<file path="src/rtl/mem_pkg.sv">
// Shared constants for the mem load/store unit: mem mode codes, RISC-V funct3
// codes, access sizes and the LSU state encoding.
package mem_pkg;

    localparam logic [2:0] MODE_W  = 3'b000;
    localparam logic [2:0] MODE_HU = 3'b001;
    localparam logic [2:0] MODE_HS = 3'b101;
    localparam logic [2:0] MODE_BU = 3'b010;
    localparam logic [2:0] MODE_BS = 3'b110;

    localparam logic [2:0] F3_B  = 3'b000;
    localparam logic [2:0] F3_H  = 3'b001;
    localparam logic [2:0] F3_W  = 3'b010;
    localparam logic [2:0] F3_BU = 3'b100;
    localparam logic [2:0] F3_HU = 3'b101;

    localparam logic [2:0] SIZE_B = 3'd1;
    localparam logic [2:0] SIZE_H = 3'd2;
    localparam logic [2:0] SIZE_W = 3'd4;

    typedef enum logic [1:0] {
        StIdle,
        StIssue,
        StWait,
        StResp
    } lsu_state_e;

endpackage

</file>
<file path="src/rtl/mem_lsu_decode.sv">
// Combinational request decode: funct3/we/addr -> mem mode, illegal, out-of-range, misaligned.
// MEM_LSU_MISALIGN_TRAP_EN enables the misalignment flag; otherwise it is tied low.
module mem_lsu_decode
    import mem_pkg::*;
#(
    parameter int unsigned MEM_BYTES = 256,
    parameter int unsigned AW        = 32
) (
    input  logic          we,
    input  logic [2:0]    funct3,
    input  logic [AW-1:0] addr,
    output logic [2:0]    mode,
    output logic          illegal,
    output logic          oor,
    output logic          misaligned
);

    localparam logic [AW:0] LIMIT = (AW + 1)'(MEM_BYTES);

    logic [2:0]  size;
    logic [AW:0] end_addr;

    always_comb begin
        mode    = MODE_W;
        size    = SIZE_W;
        illegal = 1'b0;
        case (funct3)
            F3_B: begin
                mode = we ? MODE_BU : MODE_BS;
                size = SIZE_B;
            end
            F3_H: begin
                mode = we ? MODE_HU : MODE_HS;
                size = SIZE_H;
            end
            F3_W: begin
                mode = MODE_W;
                size = SIZE_W;
            end
            F3_BU: begin
                mode    = MODE_BU;
                size    = SIZE_B;
                illegal = we;
            end
            F3_HU: begin
                mode    = MODE_HU;
                size    = SIZE_H;
                illegal = we;
            end
            default: illegal = 1'b1;
        endcase
    end

    // One extra bit so addresses near the top of the space cannot wrap into range.
    assign end_addr = {1'b0, addr} + {{(AW - 2){1'b0}}, size};
    assign oor      = end_addr > LIMIT;

`ifdef MEM_LSU_MISALIGN_TRAP_EN
    assign misaligned = ((size == SIZE_H) && addr[0]) ||
                        ((size == SIZE_W) && (addr[1:0] != 2'b00));
`else
    assign misaligned = 1'b0;
`endif

endmodule

</file>
<file path="src/rtl/mem_lsu.sv">
// Load/store initiator for the byte-addressable mem block: accepts one request,
// issues it to mem, and returns the result. Misalignment trapping: MEM_LSU_MISALIGN_TRAP_EN.
module mem_lsu
    import mem_pkg::*;
#(
    parameter int unsigned MEM_BYTES = 256,
    parameter int unsigned AW        = 32
) (
    input  logic          clk,
    input  logic          reset_n,
    input  logic          req_valid,
    output logic          req_ready,
    input  logic          req_we,
    input  logic [2:0]    req_funct3,
    input  logic [AW-1:0] req_addr,
    input  logic [31:0]   req_wdata,
    output logic          resp_valid,
    input  logic          resp_ready,
    output logic [31:0]   resp_rdata,
    output logic          resp_err,
    output logic [AW-1:0] mem_a,
    output logic [31:0]   mem_wd,
    output logic          mem_we,
    output logic [2:0]    mem_mode,
    input  logic [31:0]   mem_rd
);

    lsu_state_e    state_q, state_d;
    logic          we_q;
    logic [2:0]    mode_q;
    logic [AW-1:0] mem_a_q;
    logic [31:0]   wdata_q;
    logic [31:0]   rdata_q;
    logic          err_q;

    logic [2:0] dec_mode;
    logic       dec_illegal;
    logic       dec_oor;
    logic       dec_misaligned;
    logic       dec_err;
    logic       accept;

    mem_lsu_decode #(
        .MEM_BYTES (MEM_BYTES),
        .AW        (AW)
    ) u_decode (
        .we         (req_we),
        .funct3     (req_funct3),
        .addr       (req_addr),
        .mode       (dec_mode),
        .illegal    (dec_illegal),
        .oor        (dec_oor),
        .misaligned (dec_misaligned)
    );

    assign dec_err = dec_illegal | dec_oor | dec_misaligned;
    assign accept  = (state_q == StIdle) && req_valid;

    always_comb begin
        state_d    = state_q;
        req_ready  = 1'b0;
        resp_valid = 1'b0;
        mem_we     = 1'b0;
        mem_mode   = MODE_W;
        case (state_q)
            StIdle: begin
                req_ready = reset_n;
                if (req_valid) begin
                    state_d = dec_err ? StResp : StIssue;
                end
            end
            StIssue: begin
                mem_we   = we_q;
                mem_mode = mode_q;
                state_d  = StWait;
            end
            StWait: begin
                mem_mode = mode_q;
                state_d  = StResp;
            end
            StResp: begin
                resp_valid = 1'b1;
                if (resp_ready) begin
                    state_d = StIdle;
                end
            end
            default: state_d = StIdle;
        endcase
    end

    always_ff @(posedge clk or negedge reset_n) begin
        if (!reset_n) begin
            state_q <= StIdle;
            we_q    <= 1'b0;
            mode_q  <= MODE_W;
            mem_a_q <= '0;
            wdata_q <= '0;
            rdata_q <= '0;
            err_q   <= 1'b0;
        end else begin
            state_q <= state_d;
            if (accept) begin
                we_q    <= req_we;
                mode_q  <= dec_mode;
                rdata_q <= '0;
                err_q   <= dec_err;
                // Rejected requests leave the memory-side address and data untouched.
                if (!dec_err) begin
                    mem_a_q <= req_addr;
                    wdata_q <= req_wdata;
                end
            end
            if ((state_q == StWait) && !we_q) begin
                rdata_q <= mem_rd;
            end
        end
    end

    assign mem_a      = mem_a_q;
    assign mem_wd     = wdata_q;
    assign resp_rdata = rdata_q;
    assign resp_err   = err_q;

endmodule

</file>
<file path="config.mk">
export PLATFORM = sky130hd
export DESIGN_NAME = mem_lsu
export DESIGN_NICKNAME = d
export VERILOG_FILES = /design/src/rtl/mem_pkg.sv /design/src/rtl/mem_lsu_decode.sv /design/src/rtl/mem_lsu.sv
export SDC_FILE = /design/constraint.sdc
export NUM_CORES = 1
export LEC_CHECK = 0
export BUFFER_PORTS_ARGS = -buffer_cell sky130_fd_sc_hd__buf_2
export CAP_MARGIN = 40
export CORE_AREA = 2 2 127 129
export DETAILED_ROUTE_END_ITERATION = 12
export DIE_AREA = 0 0 129 131
export PLACE_DENSITY = 0.64
export SKIP_CTS_REPAIR_TIMING = 1
export SLEW_MARGIN = 20
export SYNTH_ARGS = -nofsm -noshare
export SYNTH_HDL_FRONTEND = slang
export SYNTH_SLANG_ARGS = --single-unit
</file>
<file path="constraint.sdc">
create_clock -name clk -period 2.9 [get_ports clk]
set_input_delay 0.435 -clock clk [delete_from_list [all_inputs] [get_ports clk]]
set_output_delay 0.435 -clock clk [all_outputs]
set_load 0.01 [all_outputs]
</file>
# Word-level counts from Yosys, hierarchy flattened
# Index checks and enable logic that the tools add are counted.
[classes]
magnitude_cmp = 1
reduce_logical = 13
mux = 15
n_eq_ne = 9
bitwise_logic = 2
n_addsub = 1
[op_table]
columns = ["op", "count"]
rows = [
  ["2-to-1 mux 32 bit", 2],
  ["adder 32 x 3 -> 33 bit", 1],
  ["greater-than comparator 33 x 9 -> 1 bit, second input constant", 1],
  ["case mux 3 bit (4 select lines)", 1],
  ["2-to-1 mux 3 bit", 3],
  ["case mux 2 bit (4 select lines)", 1],
  ["OR reduction 2 bit", 4],
  ["equality test 3 bit, second input constant", 2],
  ["2-to-1 mux 2 bit", 3],
  ["case mux 3 bit (2 select lines)", 1],
  ["equality test 2 bit, second input constant", 2],
  ["inequality test 2 bit, second input constant", 2],
  ["AND reduction 2 bit", 2],
  ["equality test 3 x 1 -> 1 bit, second input constant", 1],
  ["equality test 3 x 2 -> 1 bit, second input constant", 1],
  ["logical NOT 3 bit", 1],
  ["2-to-1 mux 1 bit", 3],
  ["OR reduction 3 bit", 1],
  ["equality test 2 x 1 -> 1 bit, second input constant", 1],
  ["logical AND 1 bit", 2],
  ["logical NOT 2 bit", 1],
  ["case mux 1 bit (2 select lines)", 1],
  ["nonzero test 2 bit", 1],
  ["logical NOT 1 bit", 1],
  ["2 further kinds", 2],
]
[word_totals]
out_inout_bits = 103
wordCells = 48
inputBits = 104
register_bits = 103

# Depth between registers and ports, before layout
[depth]
depth_word = 9
ltp_mapped = 13
ltp_nobuf = 11

# Hierarchy
# From an unflattened synthesis, not the netlist that was laid out.
[hier_totals]
cells_unflattened = 387
area_unflattened_um2 = 5091.1
[modules_own_cells]
columns = ["module", "seq_area_each_um2", "area_each_um2", "cells_each", "instances"]
rows = [
  ["mem_lsu", 2577.5, 4167.7, 244, 1],
  ["mem_lsu_decode", 0.0, 923.4, 143, 1],
]

# Worst setup path before layout
# OpenSTA, ideal clock, no wires.
[synth_timing]
path_type = "input port to flip-flop"
start = "in req_funct3[0]"
end = "reg mem_a_q[0] (netlist: mem_a[0])"
t_arrival_ns = 3.408
path_stages = 12
slack_ns = -0.636
t_required_ns = 2.773
n_path_buf = 2
setup_ns = 0.127
cell_sequence = "nor2b_1 > ha_1 > a211oi_1 > or4_4 > nor4_1 > mux2_2 > o21a_1 > nand4b_1 > nor3_2 > buf_4 > buf_6 > mux2_1"
[synth_via]
elab_chain_len = 8
elab_cells_between_ends = 16
classes_between = "add/sub: 1; order compare: 1; eq/ne: 4; mux: 2; bitwise: 2; reduce/logical: 6"
[synth_rtl]
columns = ["item", "line", "source"]
rows = [
  ["from (decl)", "mem_lsu.sv:14", "input logic [2:0] req_funct3,"],
  ["equality test 3 x 1 -> 1 bit, or another cell as far along", "mem_lsu_decode.sv:27", "case (funct3)"],
  ["OR reduction 2 bit (no line)", "-", ""],
  ["case mux 3 bit (2 select lines)", "mem_lsu_decode.sv:27", ""],
  ["adder 32 x 3 -> 33 bit", "mem_lsu_decode.sv:55", "assign end_addr = {1'b0, addr} + {{(AW - 2){1'b0}}, size};"],
  ["greater-than comparator 33 x 9 -> 1 bit", "mem_lsu_decode.sv:56", "assign oor = end_addr > LIMIT;"],
  ["OR 1 bit *", "mem_lsu.sv:56", "assign dec_err = dec_illegal | dec_oor | dec_misaligned;"],
  ["NOT 1 bit (no line) *", "-", ""],
  ["AND reduction 2 bit (no line) *", "-", ""],
  ["to (signal assigned)", "mem_lsu.sv:109", "mem_a_q <= req_addr;"],
  ["to (decl)", "mem_lsu.sv:31", "logic [AW-1:0] mem_a_q;"],
]
# Mark *: on every way between the ends. The rest lies on a longest branch, timed or not.
# A chain may end at the register's enable or synchronous reset.

# Worst setup path after layout
[layout_timing]
start = "in req_funct3[1]"
end = "reg mem_a_q[7] (netlist: mem_a[7])"
# Same word-level chain as after synthesis.

==> flow_metrics.tcl <==
set metrics [dict create \
    dp_hpwl_um 10300 \
    final_area_um2 7050 \
    synth_compound_area_share_pct 11.7 \
    crit_fanout 9 \
    status "finished, violations left" \
    finalHoldViolations 0 \
    clock_skew_ns 0.00674 \
    syn-cell-area_um2 4570 \
    grt-ovfl-total 0 \
    synthMostInstantiatedCell "dfrtp_1" \
    p_seq_share_pct 42.2 \
    area_growth_pct 54.3 \
    slew_viol_final 0 \
    yosysSeqAreaShare_pct 56.4 \
    cp_num_buf_inv 3 \
    timing.final.crit_period_ns 3.34 \
    ios 207 \
    cts_buffers 9 \
    dp_cells 831 \
    synth_xor_area_share_pct 1.53 \
    die_x_um 129 \
    tritoncts "done" \
    yosys.cell_types.count 45 \
    fp.dieH_um 131 \
    dpl_worst_slack_ns -0.963 \
    yosys_warnings 0 \
    slew_headroom_pct 50.7 \
    viasPerCell 4.67 \
    grt_max_degree 56 \
    syn_avg_cell_area_um2 12.5 \
    synth_top_cell_by_area "dfrtp_1" \
    ir_drop_uv 368 \
    fmax_mhz 299 \
    drc_errors 0 \
    synth_commonest_cells "103 x dfrtp_1, 32 x a22o_1, 27 x mux2_1" \
    cts_root_buffer "clkbuf_16" \
    drt-total-wl_um 14300 \
    synth_fa_ha_area_share_pct 2.63 \
    pwr-share-comb_pct 29.2 \
    cts.sink_count 103 \
    vias 4006 \
    hold_path_class "primary input to async pin" \
    setup_viol 65 \
    fillers 1517 \
    fin_util_pct 45.2 \
    synth_edf_count 0 \
    wl_per_cell_um 16.6 \
    p_int_w 0.00295 \
    worstSetupPathType "primary input to flip-flop" \
    synth_nets 479 \
    finalNetCount 750 \
    ys_async_sr_fraction_pct 100 \
    htreeDepth 3 \
    fp.dieArea_um2 16900 \
    slowest_delay_ns 0.64 \
    grt_pass1_wl_um 20900 \
    path_cells "buf_8, ha_4, o211ai_1, or4_4, nor4_4, mux2_4, o21a_1, nand4b_1, nor3_4, buf_6, clkbuf_16, mux2_4" \
    violations "setup timing" \
    finalCritPeriodShare_pct 115 \
    critPathTopFamily "simple AND/OR/NAND/NOR gates" \
    cpMostUsedCell "mux2_4" \
    final_cells 858 \
    first_iter_violations 201 \
    p_total_w 0.00430 \
    synthTopCellsByArea "dfrtp_1 56%, mux2_1 6.7%, a22o_1 6.1%, mux2_2 4.7%, nor2b_1 3.6%" \
    worstPathRequired_ns 3.13 \
    leakagePower_nw 3.77 \
    synth_top_family_by_area "simple AND/OR/NAND/NOR gates" \
    grt_use_total_pct 15.7 \
    arrival_ns 3.57 \
    drive_gt1_share_pct 54.5 \
    crit_path_end_kind "flip-flop" \
    port_buffers 206 \
    insertedDiodeCount 0 \
    yosys.area.top_type_share_pct 56.4 \
    synthSimpleGateAreaFrac_pct 14.0 \
    critPathSlowestCell "or4_4" \
    synth_ff_type "dfrtp_1" \
    critPathLaunchType "primary input" \
    power.switching_w 0.00135 \
    std_cell_rows 46 \
    synthMuxAreaShare_pct 11.3 \
    antenna_found_initial 0 \
    cap_violations 0 \
    worst_pin_slew_ns 0.738 \
    p_sw_share_pct 31.3 \
    place_congestion 0.885 \
    clock_latency_ns 0.35 \
    worst_slack_ns -0.442 \
    netlist_instances 366 \
    ant_nets 0 \
    clkPwrFrac_pct 28.7 \
    rsz0062_at_grt "yes" \
    initial_core_util_pct 29.3 \
    place_area_um2 6380 \
    cts_max_path_buffers 2 \
    ys_ff_latch 103 \
    core_area_um2 15600 \
    drt_first_pass_iters 4 \
    grt_pass1_vias 4104 \
    path_clk_slew_ns 0.07 \
    p_per_area_nw_per_um2 609 \
]
==> worst reg2reg max path: stages, from the launching register on <==
cell and delay [ns]:
dfrtp_1 0.42, inv_1 0.13, ha_1 0.28, nand2_1 0.24
nor3_4 0.27, buf_6 0.17, clkbuf_16 0.19, mux2_4 0.31
==> power groups by stage <==
stage / Combinational (W) / Clock, W / Sequential, W
final: 0.00125 / 0.00123 / 0.00181
after floorplan: 0.000600 / 0 / 0.00190
after global routing: 0.00138 / 0.00134 / 0.00184
after global placement: 0.00120 / 0 / 0.00182
after CTS: 0.00124 / 0.00127 / 0.00181
after detailed placement: 0.00124 / 0 / 0.00183
==> sequential cells by signal, indices dropped and copies added (netlist names) <==
name        count
mem_a          32
mem_wd         32
resp_rdata     32
mode_q          3
state_q         2
resp_err        1
we_q            1
==> through the flow <==
step	hold slack (ns)	setup TNS (ns)
after global placement	0.458	-48.44
final	0.218	-23.62
after global routing	0.278	-30.79
after detailed placement	0.467	-59.71
after floorplan	0.139	-20.55
after CTS	0.244	-34.66
==> cell families after synthesis <==
family,Yosys count
muxes,46
DFF,103
adders and majority gates,9
AOI/OAI and AO/OA,71
buffers and inverters,22
and+or+nand+nor,107
xor gates and xnor gates,8
==> worst paths after layout <==
| path | start | end | slack (ns) | cells after the start |
|---|---|---|---|---|
| max | req_funct3[1] | mem_a[7]$_DFFE_PN0P_ | -0.44 | 12 |
| min | reset_n | resp_rdata[1]$_DFFE_PN0P_ | 0.22 | 2 |
| max reg2reg | state_q[1]$_DFFE_PN0P_ | mem_a[7]$_DFFE_PN0P_ | 0.76 | 7 |
| min reg2reg | mode_q[2]$_DFFE_PN0P_ | mode_q[2]$_DFFE_PN0P_ | 0.48 | 2 |
| max in group asynchronous | reset_n | mem_wd[16]$_DFFE_PN0P_ | 2.16 | 2 |
| min in group clk | req_wdata[30] | mem_wd[30]$_DFFE_PN0P_ | 0.30 | 2 |
==> placed cells by master, fill, tap and decap left out, types with 6 or more instances in the layout <==
cell	netlist	layout
clkbuf_16	0	13
and2_1	6	6
dfrtp_1	103	103
mux2_1	27	10
inv_1	8	8
nand2_1	11	11
a22o_1	32	32
mux2_4	0	33
nor3_1	7	6
a21oi_1	8	6
nand3_1	14	14
nor2b_1	26	24
nand4_1	6	6
buf_2	3	202
o21ai_0	8	8
buf_4	1	61
nor2_1	9	7
==> layer usage <==
| layer | vias up | part of all wire (%) | track usage (%) |
|---|---|---|---|
| li1 | 1894 | - | - |
| met1 | 1951 | 44 | 19.9 |
| met2 | 137 | 49 | 25.9 |
| met3 | 24 | 5.6 | 4.11 |
| met4 | 0 | 2.0 | 6.01 |
| met5 | - | 0 | 0 |
==> area by class of cell <==
class	instances	area, um^2	area share (%)
sequential	103	2580	36.6
multi-input combinational	241	2190	31.1
timing repair buffer	274	1680	23.9
tap	216	270	3.83
clock buffer	12	246	3.50
clock inverter	4	52.6	0.745
inverter	8	30.0	0.426
Power figures use the tool's default switching activity.
